**src/rtl/wb_pkg.sv**
```systemverilog
// Shared widths and the write-queue entry layout for the writeback stage.
package wb_pkg;

  localparam int WB_DATA_WIDTH = 32;
  localparam int WB_ADDR_WIDTH = 5;
  localparam int WB_DEPTH      = 4;

  // One pending register-file write: target file, register number, value.
  typedef struct packed {
    logic                     is_reg;
    logic [WB_ADDR_WIDTH-1:0] addr;
    logic [WB_DATA_WIDTH-1:0] data;
  } wb_entry_t;

endpackage

```
**src/rtl/wb_fifo.sv**
```systemverilog
// Small FIFO holding pending register-file writes.
// The head is read combinationally, so an entry pushed into an empty
// queue is visible on the write port in the very next cycle.
module wb_fifo
  import wb_pkg::*;
#(
  parameter int WIDTH = 1 + WB_ADDR_WIDTH + WB_DATA_WIDTH,
  parameter int DEPTH = WB_DEPTH
) (
  input  logic             i_clk,
  input  logic             i_rst,
  input  logic             i_push,
  input  logic [WIDTH-1:0] i_push_data,
  input  logic             i_pop,
  output logic             o_full,
  output logic             o_empty,
  output logic [WIDTH-1:0] o_head
);

  localparam int PTR_W = $clog2(DEPTH);
  localparam int CNT_W = $clog2(DEPTH + 1);

  logic [WIDTH-1:0] mem [DEPTH];
  logic [PTR_W-1:0] wr_ptr_reg;
  logic [PTR_W-1:0] rd_ptr_reg;
  logic [CNT_W-1:0] count_reg;
  logic             do_push;
  logic             do_pop;

  assign o_full  = (count_reg == CNT_W'(DEPTH));
  assign o_empty = (count_reg == '0);
  assign do_push = i_push && !o_full;
  assign do_pop  = i_pop && !o_empty;
  assign o_head  = mem[rd_ptr_reg];

  // Pointer and occupancy tracking; pointers wrap naturally (DEPTH is 2^n).
  always_ff @(posedge i_clk or posedge i_rst) begin
    if (i_rst) begin
      wr_ptr_reg <= '0;
      rd_ptr_reg <= '0;
      count_reg  <= '0;
    end else begin
      if (do_push) wr_ptr_reg <= wr_ptr_reg + 1'b1;
      if (do_pop)  rd_ptr_reg <= rd_ptr_reg + 1'b1;
      case ({do_push, do_pop})
        2'b10:   count_reg <= count_reg + 1'b1;
        2'b01:   count_reg <= count_reg - 1'b1;
        default: count_reg <= count_reg;
      endcase
    end
  end

  // Entry storage; contents are meaningless until written, so no reset.
  always_ff @(posedge i_clk) begin
    if (do_push) mem[wr_ptr_reg] <= i_push_data;
  end

endmodule

```
**src/rtl/reg_writeback.sv**
```systemverilog
// Writeback stage: arbitrates int-ALU/load (A) and FPU (B) results into a
// write queue, drains it to the register file, and keeps a busy scoreboard
// of registers with writes still outstanding.
module reg_writeback
  import wb_pkg::*;
#(
  parameter int DATA_WIDTH = WB_DATA_WIDTH,
  parameter int ADDR_WIDTH = WB_ADDR_WIDTH,
  parameter int DEPTH      = WB_DEPTH
) (
  input  logic                  i_clk,
  input  logic                  i_rst,
  input  logic                  i_rsv_valid,
  input  logic                  i_rsv_isReg,
  input  logic [ADDR_WIDTH-1:0] i_rsv_addr,
  input  logic                  i_a_valid,
  output logic                  o_a_ready,
  input  logic                  i_a_isReg,
  input  logic [ADDR_WIDTH-1:0] i_a_addr,
  input  logic [DATA_WIDTH-1:0] i_a_data,
  input  logic                  i_b_valid,
  output logic                  o_b_ready,
  input  logic                  i_b_isReg,
  input  logic [ADDR_WIDTH-1:0] i_b_addr,
  input  logic [DATA_WIDTH-1:0] i_b_data,
  input  logic                  i_wb_stall,
  input  logic                  i_qry_isreg_a,
  input  logic [ADDR_WIDTH-1:0] i_qry_addr_a,
  input  logic                  i_qry_isreg_b,
  input  logic [ADDR_WIDTH-1:0] i_qry_addr_b,
  output logic                  o_busy_a,
  output logic                  o_busy_b,
  output logic                  o_doWrite,
  output logic                  o_writeisReg,
  output logic [ADDR_WIDTH-1:0] o_writeAddr,
  output logic [DATA_WIDTH-1:0] o_writeData,
  output logic                  o_full,
  output logic                  o_idle
);

  localparam int NUM_REGS = 1 << ADDR_WIDTH;

  typedef struct packed {
    logic                  is_reg;
    logic [ADDR_WIDTH-1:0] addr;
    logic [DATA_WIDTH-1:0] data;
  } entry_t;

  localparam int ENTRY_W = $bits(entry_t);

  entry_t              push_entry;
  entry_t              head_entry;
  logic                push_a;
  logic                push_b;
  logic                push;
  logic                empty;
  logic [NUM_REGS-1:0] busy_int_reg;
  logic [NUM_REGS-1:0] busy_flt_reg;

  // B has fixed priority; readiness looks only at current occupancy, never
  // at a same-cycle pop, so a full queue refuses pushes even while draining.
  assign o_b_ready = !o_full;
  assign o_a_ready = !o_full && !i_b_valid;
  assign push_b    = i_b_valid && o_b_ready;
  assign push_a    = i_a_valid && o_a_ready;
  assign push      = push_a || push_b;

  // Select the winning source's payload for the queue.
  always_comb begin
    push_entry = '{is_reg: i_a_isReg, addr: i_a_addr, data: i_a_data};
    if (push_b) push_entry = '{is_reg: i_b_isReg, addr: i_b_addr, data: i_b_data};
  end

  wb_fifo #(
    .WIDTH (ENTRY_W),
    .DEPTH (DEPTH)
  ) u_fifo (
    .i_clk       (i_clk),
    .i_rst       (i_rst),
    .i_push      (push),
    .i_push_data (push_entry),
    .i_pop       (o_doWrite),
    .o_full      (o_full),
    .o_empty     (empty),
    .o_head      (head_entry)
  );

  assign o_doWrite    = !empty && !i_wb_stall;
  assign o_writeisReg = head_entry.is_reg;
  assign o_writeAddr  = head_entry.addr;
  assign o_writeData  = head_entry.data;

  // One set/clear flop per register per file; a reservation beats a
  // retiring write to the same register on the same edge.
  for (genvar gi = 0; gi < NUM_REGS; gi++) begin : g_busy
    logic hit_rsv;
    logic hit_wr;
    assign hit_rsv = i_rsv_valid && (i_rsv_addr == ADDR_WIDTH'(gi));
    assign hit_wr  = o_doWrite && (head_entry.addr == ADDR_WIDTH'(gi));

    // Integer-file busy bit for register gi.
    always_ff @(posedge i_clk or posedge i_rst) begin
      if (i_rst)                        busy_int_reg[gi] <= 1'b0;
      else if (hit_rsv && i_rsv_isReg)  busy_int_reg[gi] <= 1'b1;
      else if (hit_wr && head_entry.is_reg) busy_int_reg[gi] <= 1'b0;
    end

    // Float-file busy bit for register gi.
    always_ff @(posedge i_clk or posedge i_rst) begin
      if (i_rst)                         busy_flt_reg[gi] <= 1'b0;
      else if (hit_rsv && !i_rsv_isReg)  busy_flt_reg[gi] <= 1'b1;
      else if (hit_wr && !head_entry.is_reg) busy_flt_reg[gi] <= 1'b0;
    end
  end

  assign o_busy_a = i_qry_isreg_a ? busy_int_reg[i_qry_addr_a] : busy_flt_reg[i_qry_addr_a];
  assign o_busy_b = i_qry_isreg_b ? busy_int_reg[i_qry_addr_b] : busy_flt_reg[i_qry_addr_b];
  assign o_idle   = empty && (busy_int_reg == '0) && (busy_flt_reg == '0);

endmodule

```
**config.mk**
```make
export PLATFORM = sky130hd
export DESIGN_NAME = reg_writeback
export DESIGN_NICKNAME = d
export VERILOG_FILES = /design/src/rtl/wb_pkg.sv /design/src/rtl/wb_fifo.sv /design/src/rtl/reg_writeback.sv
export SDC_FILE = /design/constraint.sdc
export NUM_CORES = 1
export LEC_CHECK = 0
export ABC_AREA = 1
export BUFFER_PORTS_ARGS = -buffer_cell sky130_fd_sc_hd__buf_2
export CAP_MARGIN = 20
export CORE_MARGIN = 10
export CORE_UTILIZATION = 65
export CTS_BUF_LIST = sky130_fd_sc_hd__clkbuf_8
export CTS_CLUSTER_DIAMETER = 120
export DETAILED_ROUTE_END_ITERATION = 7
export HOLD_SLACK_MARGIN = 0.1
export PLACE_DENSITY = 0.91
export SETUP_SLACK_MARGIN = 0.4
export SKIP_LAST_GASP = 1
export SYNTH_ARGS = -nofsm -noshare
export SYNTH_HDL_FRONTEND = slang
export SYNTH_HIERARCHICAL = 1
export SYNTH_SLANG_ARGS = --single-unit
```
**constraint.sdc**
```tcl
create_clock -name i_clk -period 7.72 [get_ports i_clk]
set_clock_uncertainty 0.05 [all_clocks]
set_input_delay 0.772 -clock i_clk [delete_from_list [all_inputs] [get_ports i_clk]]
set_output_delay 0.772 -clock i_clk [all_outputs]
set_load 0.03 [all_outputs]
```
==> results_dict.tcl, run 1 <==
set metrics [dict create \
    cp-end-kind "output pin" \
    grt_pass1_wl_mm 49.4 \
    io_pins 145 \
    power_density_mw_per_mm2 415 \
    numCtsBuffers 36 \
    hold_path.class "in -> async" \
    cp-start-kind "flip-flop" \
    grt_usage 0.250 \
    postRouteAntennaNets 0 \
    io_buffers 144 \
    crit_required_ns 6.90 \
    dp_cells 1578 \
    cp_slowest_cell "buf_4" \
    place.gp.congestion 0.950 \
    yosys.area.top_type "edfxtp_1" \
    num_vias 9916 \
    synth_xor_xnor_area_share 0.000734 \
    yosysWarnings 6 \
    via_per_inst 6.04 \
    maxSlewViolCount 0 \
    setup_tns_ns 0 \
    use_met2 0.404 \
    cts.sinks 223 \
    drt_iter0_drc 1123 \
    grt_max_degree 78 \
    synthesis.area_mm2 0.0119 \
    finalSetupViolCount 0 \
    fin_cells 1643 \
    synthSimpleGateAreaFrac 0.232 \
    antenna_found_initial 1 \
    outcome "finished clean" \
    maxSlewHeadroom 0.258 \
    slowest_delay_ns 0.83 \
    synth_cell_types 30 \
    synthCells 1267 \
    cts_tree "yes" \
    area_delta_synth_final_pct 11.0 \
    drive_gt1_frac 0.236 \
    dieHeight_um 156 \
    die-area_mm2 0.0242 \
    row_count 49 \
    largest_reg_flops 152 \
    drv_cap 0 \
    crit_arrival_ns 3.24 \
    synth_mux_area_frac 0.0358 \
    finalCritPeriodShare 0.526 \
    busiest_layer "met2" \
    holdBufCountCts 0 \
    htreeDepth 2 \
    r2r-end "busy_int_reg[15]$_DFFE_PP0P_" \
    core_area_mm2 0.0180 \
    synth_top_family_by_area "simple AND/OR/NAND/NOR gates" \
    first_pass_iters 7 \
    clk_pin_slew_ns 0.06 \
    synth_top_area_share 0.382 \
    dp_hpwl_mm 20.3 \
    cts_setup_buffers 0 \
    die_w_um 156 \
    drt-total-wl_mm 31.4 \
    synth_compound_area_frac 0.104 \
    cts-resized-gates 0 \
    ys_seq_area_frac 0.531 \
    drc 0 \
    finalHoldViolCount 0 \
    ys_ff_latch 223 \
    synth.area.top_cells "edfxtp_1 38%, dfrtp_1 15%, nand2_1 13%, nand3_1 7.6%, o211ai_2 7.2%" \
    grt_overflow 0 \
    cts-root-buf "clkbuf_8" \
    synth.avg_cell_area_um2 9.42 \
    clock_latency_ns 0.54 \
    ff2ff_setup_slack_ns 4.08 \
    r2r_cells 9 \
    cpMostUsedCell "buf_4" \
    period_minus_slack_ns 4.06 \
    grt_use_met3 0.0822 \
    ir_drop_mv 0.501 \
    start_util 0.662 \
    p_leak_nw 5.96 \
    cts_buffer_depth 3 \
    grt_pass1_vias 9844 \
    syn-num-nets 1373 \
    max_freq_mhz 246 \
    cp.buffers_inverters 4 \
    rsz0062_at_grt "false" \
    fin_nets 1494 \
    worst-slew-pin-transition_ns 1.11 \
    crit_path_max_fanout 77 \
    met1_usage 0.309 \
    critical_path.reg2reg.startpoint "u_fifo/rd_ptr_reg[0]$_DFFE_PP0P_" \
    crit_family "buffers and inverters" \
    synth_fa_ha_area_frac 0.00692 \
    wl_per_cell_um 19.1 \
    path_class "reg -> out" \
    crit_chain "inv_6, buf_4, o211ai_1, nand2_1, buf_4, buf_2" \
]
-- per-stage QoR --
step / instance area (µm²) / power (W) / utilization / worst slack, ns / hold slack [ns]
after floorplan: 11900 / 0.00378 / - / 4.51 / 0.413
after global placement: 12500 / 0.00428 / 0.692 / 4.32 / 0.432
after detailed placement: 12500 / 0.00439 / 0.693 / 4.21 / 0.437
after CTS: 13200 / 0.00545 / 0.734 / 3.72 / 0.163
after global routing: 13300 / 0.00578 / 0.735 / 3.51 / 0.179
final: 13300 / 0.00551 / 0.735 / 3.66 / 0.145
-- final cells by class --
class | count | area (µm²)
sequential | 223 | 6340
fill | 1173 | 4770
multi-input combinational | 845 | 4570
timing repair buffer | 154 | 816
clock buffer | 40 | 551
inverter | 128 | 495
tap | 229 | 287
clock inverter | 23 | 189
antenna | 1 | 2.50
-- worst register-to-register path, stage by stage (launching register included) --
cell and delay [ns]:
dfrtp_1 0.44, inv_6 0.51, buf_4 0.87, nand2_1 0.17
o211ai_2 0.10, nand2_1 0.07, buf_4 0.25, inv_1 0.77
o21ai_0 0.26, nand2_1 0.11
-- worst max path at each step --
| stage | depth (start not counted) | startpoint | to |
|---|---|---|---|
| 2_1_floorplan | 4 | i_b_valid | u_fifo/mem[0][0]$_DFFE_PP_ |
| 3_3_place_gp | 6 | u_fifo/rd_ptr_reg[0]$_DFFE_PP0P_ | o_writeisReg |
| 3_5_place_dp | 9 | u_fifo/rd_ptr_reg[0]$_DFFE_PP0P_ | busy_int_reg[17]$_DFFE_PP0P_ |
| 4_1_cts | 6 | u_fifo/rd_ptr_reg[0]$_DFFE_PP0P_ | o_writeisReg |
| 5_1_grt | 6 | u_fifo/rd_ptr_reg[0]$_DFFE_PP0P_ | o_writeisReg |
| 6_report | 6 | u_fifo/rd_ptr_reg[0]$_DFFE_PP0P_ | o_writeisReg |
-- logic make-up after synthesis --
logic type	count (synthesis)
AND/OR/NAND/NOR	659
buffers and inverters	199
adder cells (fa/ha/maj)	6
flip-flops	223
XOR/XNOR	1
multiplexers	38
AO/OA/AOI/OAI	141
-- metal layers --
metal  wire length [µm]  up-vias
met4               1030        0
met1              11400     4609
met5                  0        -
li1                   -     4532
met2              15000      677
met3               3980       98
-- placed cells by master, fill, tap and decap left out --
| cell type | instances |
|---|---|
| a32o_1 | 1 |
| buf_12 | 1 |
| buf_2 | 144 |
| buf_4 | 8 |
| buf_8 | 1 |
| bufinv_16 | 3 |
| clkbuf_8 | 40 |
| clkinv_1 | 7 |
| clkinv_2 | 5 |
| clkinv_8 | 1 |
| dfrtp_1 | 70 |
| dfrtp_2 | 1 |
| diode_2 | 1 |
| edfxtp_1 | 152 |
| fa_1 | 1 |
| ha_1 | 5 |
| inv_1 | 124 |
| inv_2 | 7 |
| inv_6 | 4 |
| mux2_2 | 38 |
| nand2_1 | 402 |
| nand2_2 | 1 |
| nand3_1 | 181 |
| nand3b_1 | 1 |
| nand4_1 | 3 |
| nor2_1 | 44 |
| nor2_2 | 2 |
| nor2_4 | 6 |
| nor3_1 | 5 |
| nor4_1 | 12 |
| o211ai_1 | 7 |
| o211ai_2 | 69 |
| o21ai_0 | 45 |
| o21ai_1 | 19 |
| or2_2 | 2 |
| xnor2_1 | 1 |
-- report_power, final --
part           switching (W)  total [W]  internal [W]  leakage [nW]
clock network       0.000464    0.00104      0.000581         0.404
logic                0.00170    0.00236      0.000665          3.25
registers           0.000328    0.00210       0.00177          2.30
total                0.00249    0.00551       0.00302          5.96
-- synthesized netlist by cell type, drive strengths merged --
cell / number
nor3: 5
inv: 128
nor2: 52
edfxtp: 152
dfrtp: 71
mux2: 38
o21ai: 64
xnor2: 1
buf: 55
ha: 5
a32o: 1
nand3: 181
clkbuf: 16
nand4: 3
nand3b: 1
nor4: 12
o211ai: 76
nand2: 403
fa: 1
or2: 2
Note: power is estimated with default switching activity, not from simulation.
==> inputs of run 2 (changes only) <==
--- a/config.mk
+++ b/config.mk
@@ -5,16 +5,16 @@
 export SDC_FILE = /design/constraint.sdc
 export NUM_CORES = 1
 export LEC_CHECK = 0
-export ABC_AREA = 1
+export ABC_AREA = 0
 export BUFFER_PORTS_ARGS = -buffer_cell sky130_fd_sc_hd__buf_2
 export CAP_MARGIN = 20
 export CORE_MARGIN = 10
-export CORE_UTILIZATION = 65
+export CORE_UTILIZATION = 54
 export CTS_BUF_LIST = sky130_fd_sc_hd__clkbuf_8
 export CTS_CLUSTER_DIAMETER = 120
 export DETAILED_ROUTE_END_ITERATION = 7
 export HOLD_SLACK_MARGIN = 0.1
-export PLACE_DENSITY = 0.91
+export PLACE_DENSITY = 0.82
 export SETUP_SLACK_MARGIN = 0.4
 export SKIP_LAST_GASP = 1
 export SYNTH_ARGS = -nofsm -noshare
==> constraint.sdc (replaced) <==
create_clock -name i_clk -period 3.7 [get_ports i_clk]
set_clock_uncertainty 0.05 [all_clocks]
set_input_delay 0.37 -clock i_clk [delete_from_list [all_inputs] [get_ports i_clk]]
set_output_delay 0.37 -clock i_clk [all_outputs]
set_load 0.03 [all_outputs]
==> results_dict.tcl, run 2 <==
set metrics [dict create \
    final_common_cell "edfxtp_1" \
    cts-root-buf "clkbuf_8" \
    synth.area.top_cells "edfxtp_1 45%, dfrtp_1 17%, mux4_2 13%, o21ai_0 6.2%, mux2_2 4.2%" \
    final_cell_mix "152 x edfxtp_1, 144 x buf_2, 127 x o21ai_0, 69 x dfrtp_1, 58 x mux4_2" \
    synth.avg_cell_area_um2 15.8 \
    yosysMostFrequentCell "edfxtp_1" \
    seqPwrFrac 0.429 \
    htreeDepth 2 \
    yosysWarnings 6 \
    synth_top_area_share 0.446 \
    drt-total-wl_mm 24.3 \
    antenna_found_initial 0 \
    cp-end-kind "output pin" \
    cp-start-kind "flip-flop" \
    finalSetupViolCount 0 \
    via_per_inst 6.28 \
    finalCritPeriodShare 0.803 \
    synth_cell_types 43 \
    combPwrFrac 0.382 \
    drv_cap 0 \
    cts_setup_buffers 0 \
    dp_hpwl_mm 17.0 \
    cts-resized-gates 0 \
    io_pins 145 \
    die_w_um 158 \
    rsz0062_at_grt "false" \
    core_area_mm2 0.0186 \
    cp_slowest_cell "dfrtp_1" \
    crit_family "simple AND/OR/NAND/NOR gates" \
    largest_reg_flops 152 \
    numCtsBuffers 35 \
    cts.sinks 223 \
    synthCells 646 \
    grt_pass1_vias 6940 \
    crit_arrival_ns 2.55 \
    place.gp.congestion 1.00 \
    period_minus_slack_ns 2.97 \
    path_class "reg -> out" \
    grt_pass1_wl_mm 38.1 \
    max_freq_mhz 337 \
    outcome "finished clean" \
    crit_required_ns 3.28 \
    r2r_cells 4 \
    yosys.area.top_type "edfxtp_1" \
    fin_ws_ns 0.731 \
    dieHeight_um 158 \
    ff2ff_setup_slack_ns 1.14 \
    maxSlewHeadroom 0.301 \
    fillers 1342 \
    stdcell_area_mm2 0.0117 \
    grt_usage 0.198 \
    crit_chain "nor3_1, nor4b_1, nand3_1, nor4_1, buf_2" \
    row_count 50 \
    power_density_mw_per_mm2 859 \
    ys_seq_area_frac 0.620 \
    switching_share 0.384 \
    drt_iter0_drc 897 \
    dpl_cell_area_mm2 0.0111 \
    synthArstFlopShare 0.318 \
    num_vias 6634 \
    io_buffers 144 \
    postRouteAntennaNets 0 \
    netlist_top_cells_count "152 x edfxtp_1, 127 x o21ai_0, 71 x dfrtp_1" \
    drive_gt1_frac 0.366 \
    clkPwrFrac 0.189 \
    post-place-ws_ns 0.982 \
    ys_ff_latch 223 \
    cts_buffer_depth 3 \
    synth-edff-count 152 \
    cp.buffers_inverters 1 \
    area_delta_synth_final_pct 14.7 \
    maxSlewViolCount 0 \
    drc 0 \
    fin_nets 908 \
    die-area_mm2 0.0249 \
    clk_pin_slew_ns 0.07 \
    first_pass_iters 5 \
    start_util 0.549 \
    hold_depth 2 \
    wl_per_cell_um 23.1 \
    clock_latency_ns 0.50 \
    synthesis.area_mm2 0.0102 \
    hold_path.class "in -> reg" \
    finalHoldViolCount 0 \
    antenna_cells 0 \
    p_leak_nw 4.40 \
    p_switching_w 0.00387 \
    worst-slew-pin-transition_ns 1.05 \
    holdBufCountCts 1 \
    grt_overflow 0 \
    path_depth 5 \
    power_w 0.0101 \
    dp_cells 998 \
    slowest_delay_ns 0.43 \
    synth_flop_cell "edfxtp_1" \
    fin_cells 1056 \
    grt_max_degree 44 \
    cts_tree "yes" \
    p_int_w 0.00620 \
    setup_tns_ns 0 \
    syn-num-nets 752 \
    ir_drop_mv 0.594 \
    crit_path_max_fanout 5 \
]
[run 2: area by class of cell]
class	instances	area (µm²)	area share
Sequential cell	223	6340	0.541
Multi-Input combinational cell	382	3650	0.311
Timing Repair Buffer	151	776	0.0661
Clock buffer	38	523	0.0446
Tap cell	234	293	0.0250
Clock inverter	19	110	0.00939
Inverter	9	33.8	0.00288
[run 2: worst paths after layout]
kind | startpoint | endpoint
min in group asynchronous | i_rst | u_fifo/count_reg[2]$_DFFE_PP0P_
max in group asynchronous | i_rst | busy_flt_reg[13]$_DFFE_PP0P_
setup reg to reg | u_fifo/rd_ptr_reg[1]$_DFFE_PP0P_ | busy_flt_reg[4]$_DFFE_PP0P_
hold / removal | i_b_data[8] | u_fifo/mem[2][8]$_DFFE_PP_
setup / recovery | u_fifo/count_reg[0]$_DFFE_PP0P_ | o_idle
hold reg to reg | u_fifo/count_reg[2]$_DFFE_PP0P_ | u_fifo/count_reg[2]$_DFFE_PP0P_
[run 2: power groups by stage]
stage / clock (W) / combinational (W) / sequential (W)
floorplan: 0 / 0.00299 / 0.00403
global placement: 0 / 0.00378 / 0.00428
detailed placement: 0 / 0.00386 / 0.00434
CTS: 0.00195 / 0.00388 / 0.00430
global route: 0.00206 / 0.00414 / 0.00439
finish: 0.00191 / 0.00385 / 0.00432
[run 2: kinds of logic (layout without fill, tap and decap cells)]
logic type      count (synthesis)  in the layout  share of synthesized area
flops                         223            223                      0.620
buf+inv                        41            217                     0.0246
compound gates                141            141                     0.0725
xor+xnor                        6              6                    0.00514
mux                           112            112                      0.208
simple gates                  117            117                     0.0620
fa+ha+maj                       6              6                    0.00807
[run 2: routing by layer]
| metal | share of wire | global-route usage |
|---|---|---|
| met5 | 0 | 0 |
| met3 | 0.10 | 0.0586 |
| met4 | 0.025 | 0.0637 |
| met1 | 0.38 | 0.251 |
| met2 | 0.49 | 0.321 |
[run 2: through the flow]
stage	hold slack, ns	util
3_5_place_dp	0.290	0.595
6_report	0.170	0.629
2_1_floorplan	0.123	-
3_3_place_gp	0.282	0.595
5_1_grt	0.145	0.629
4_1_cts	0.138	0.629
==> inputs of run 3 (changes only) <==
--- a/config.mk
+++ b/config.mk
@@ -9,12 +9,12 @@
 export BUFFER_PORTS_ARGS = -buffer_cell sky130_fd_sc_hd__buf_2
 export CAP_MARGIN = 20
 export CORE_MARGIN = 10
-export CORE_UTILIZATION = 54
+export CORE_UTILIZATION = 60
 export CTS_BUF_LIST = sky130_fd_sc_hd__clkbuf_8
 export CTS_CLUSTER_DIAMETER = 120
 export DETAILED_ROUTE_END_ITERATION = 7
 export HOLD_SLACK_MARGIN = 0.1
-export PLACE_DENSITY = 0.82
+export PLACE_DENSITY = 0.86
 export SETUP_SLACK_MARGIN = 0.4
 export SKIP_LAST_GASP = 1
 export SYNTH_ARGS = -nofsm -noshare
==> constraint.sdc (replaced) <==
create_clock -name i_clk -period 2.9 [get_ports i_clk]
set_clock_uncertainty 0.05 [all_clocks]
set_input_delay 0.29 -clock i_clk [delete_from_list [all_inputs] [get_ports i_clk]]
set_output_delay 0.29 -clock i_clk [all_outputs]
set_load 0.03 [all_outputs]
==> results_dict.tcl, run 3 (synthesis results as in run 2) <==
set metrics [dict create \
    path_class "reg -> out" \
    m1WireLength_mm 10.4 \
    cp-start-kind "flip-flop" \
    cp_slowest_cell "mux4_2" \
    drv_cap 0 \
    die_w_um 151 \
    io_pins 145 \
    fin_nets 946 \
    hold_end "u_fifo/mem[2][37]$_DFFE_PP_" \
    cts.sinks 223 \
    slowest_delay_ns 0.49 \
    area_delta_synth_final_pct 18.8 \
    highest_layer "met4" \
    critical_path.reg2reg.startpoint "u_fifo/rd_ptr_reg[0]$_DFFE_PP0P_" \
    dpl_cell_area_mm2 0.0112 \
    hold_path.class "in -> reg" \
    final_cell_mix "152 x edfxtp_1, 142 x buf_2, 127 x o21ai_0, 64 x dfrtp_1, 62 x mux4_2" \
    fillers 979 \
    antenna_found_initial 1 \
    finalCritPeriodShare 0.965 \
    route.met2.wl_mm 14.3 \
    grt_max_degree 65 \
    r2r_cells 4 \
    dieHeight_um 151 \
    grt_pass1_wl_mm 43.4 \
    ff2ff_setup_slack_ns 0.49 \
    grt_usage 0.249 \
    multi_input_area_mm2 0.00365 \
    r2r-end "busy_flt_reg[14]$_DFFE_PP0P_" \
    crit_required_ns 2.56 \
    cts_buffer_depth 3 \
    grt_overflow 0 \
    cts_tree "yes" \
    period_minus_slack_ns 2.80 \
    met3_length_mm 2.53 \
    row_count 47 \
    power_density_mw_per_mm2 1100 \
    stdcell_area_mm2 0.0122 \
    crit_arrival_ns 2.46 \
    worst-slew-pin-transition_ns 0.809 \
    first_pass_iters 5 \
    crit_chain "mux4_2, mux4_2, or2_0, a32o_1, buf_6" \
    rsz0062_at_grt "true" \
    outcome "finished clean" \
    final_common_cell "edfxtp_1" \
    hold_depth 2 \
    crit_path_max_fanout 4 \
    drc 0 \
    io_buffers 144 \
    cpMostUsedCell "mux4_2" \
    finalSetupViolCount 0 \
    largest_reg_flops 152 \
    drt-total-wl_mm 28.2 \
    regArea_mm2 0.00635 \
    postRouteAntennaNets 0 \
    core_area_mm2 0.0166 \
    htreeDepth 2 \
    cts-root-buf "clkbuf_8" \
    wl_per_cell_um 26.0 \
    dp_hpwl_mm 18.8 \
    crit_start "busy_flt_reg[17]$_DFFE_PP0P_" \
    drt_iter0_drc 808 \
    finalHoldViolCount 0 \
    grt_pass1_vias 7462 \
    drive_gt1_frac 0.383 \
    cp-end-kind "output pin" \
    ir_drop_mv 0.804 \
    num_vias 7067 \
    clock_latency_ns 0.49 \
    clk_pin_slew_ns 0.06 \
    max_freq_mhz 357 \
    via_per_inst 6.53 \
    maxSlewViolCount 0 \
    die-area_mm2 0.0227 \
    place.gp.congestion 1.00 \
    numCtsBuffers 34 \
    setup_tns_ns 0 \
    p_leak_nw 4.57 \
    holdCritStartpoint "i_a_isReg" \
    maxSlewHeadroom 0.461 \
    start_util 0.615 \
]
==> run 3: cell types whose count changed in the layout (fill, tap and decap cells not counted), moves of 2 or more <==
cell | before | now
clkinv_2 | 3 | 1
buf_4 | 6 | 17
clkbuf_8 | 38 | 42
buf_2 | 144 | 142
dfrtp_1 | 69 | 64
buf_6 | 0 | 3
buf_12 | 0 | 4
dfrtp_2 | 2 | 7
mux4_2 | 58 | 62
dlygate4sd3_1 | 1 | 24
mux4_1 | 14 | 10
==> run 3: layout make-up <==
class	count	share of cell area
clock inverters	16	0.00576
diodes	1	0.000206
inverters	9	0.00278
flip-flops and latches	223	0.522
multi-input cells	382	0.301
well taps	220	0.0226
clock buffers	42	0.0476
repair buffers	190	0.0981
==> run 3: what timing repair did <==
item,in CTS,in global routing
pin swaps,2,2
setup endpoints to repair,24,48
hold buffers,24,0
endpoints found under the hold margin,114,0
setup buffers,4,6
gates resized for setup,13,8
==> run 3: worst max-delay path by stage <==
stage                                            endpoint  slack (ns)
final                                            o_busy_b        0.10
after floorplan           u_fifo/count_reg[2]$_DFFE_PP0P_        0.44
after detailed placement                         o_busy_a        0.35
after global routing                             o_busy_a        0.03
after CTS                                        o_busy_a        0.07
after global placement                           o_busy_a        0.37
==> run 3: through the flow <==
step           hold WS [ns]   util  total power (W)  cells  setup WS (ns)
2_1_floorplan        0.0434      -          0.00897    646          0.439
3_3_place_gp          0.199  0.670           0.0104    990          0.374
3_5_place_dp          0.224  0.670           0.0106    990          0.345
4_1_cts               0.100  0.727           0.0132   1076         0.0673
5_1_grt               0.102  0.730           0.0139   1083         0.0327
6_report              0.128  0.730           0.0133   1083          0.100
==> run 3: worst max-delay path: cells and delay by family, from the launching register on <==
family | cells | cell delay [ns]
and+or+nand+nor | 1 | 0.22
buffers and inverters | 1 | 0.14
AOI/OAI and AO/OA | 1 | 0.22
muxes | 2 | 0.97
DFF | 1 | 0.44
==> run 3: routing by layer <==
| layer | track usage | vias up |
|---|---|---|
| met5 | 0 | - |
| li1 | - | 2982 |
| met1 | 0.306 | 3606 |
| met2 | 0.426 | 399 |
| met4 | 0.0881 | 0 |
| met3 | 0.0585 | 80 |
==> run 3: power breakdown <==
group          internal (W)  leakage, nW  switching (W)
Sequential          0.00472         2.29       0.000821
Combinational       0.00212         1.92        0.00322
Clock               0.00131        0.364        0.00115
Total               0.00815         4.57        0.00518
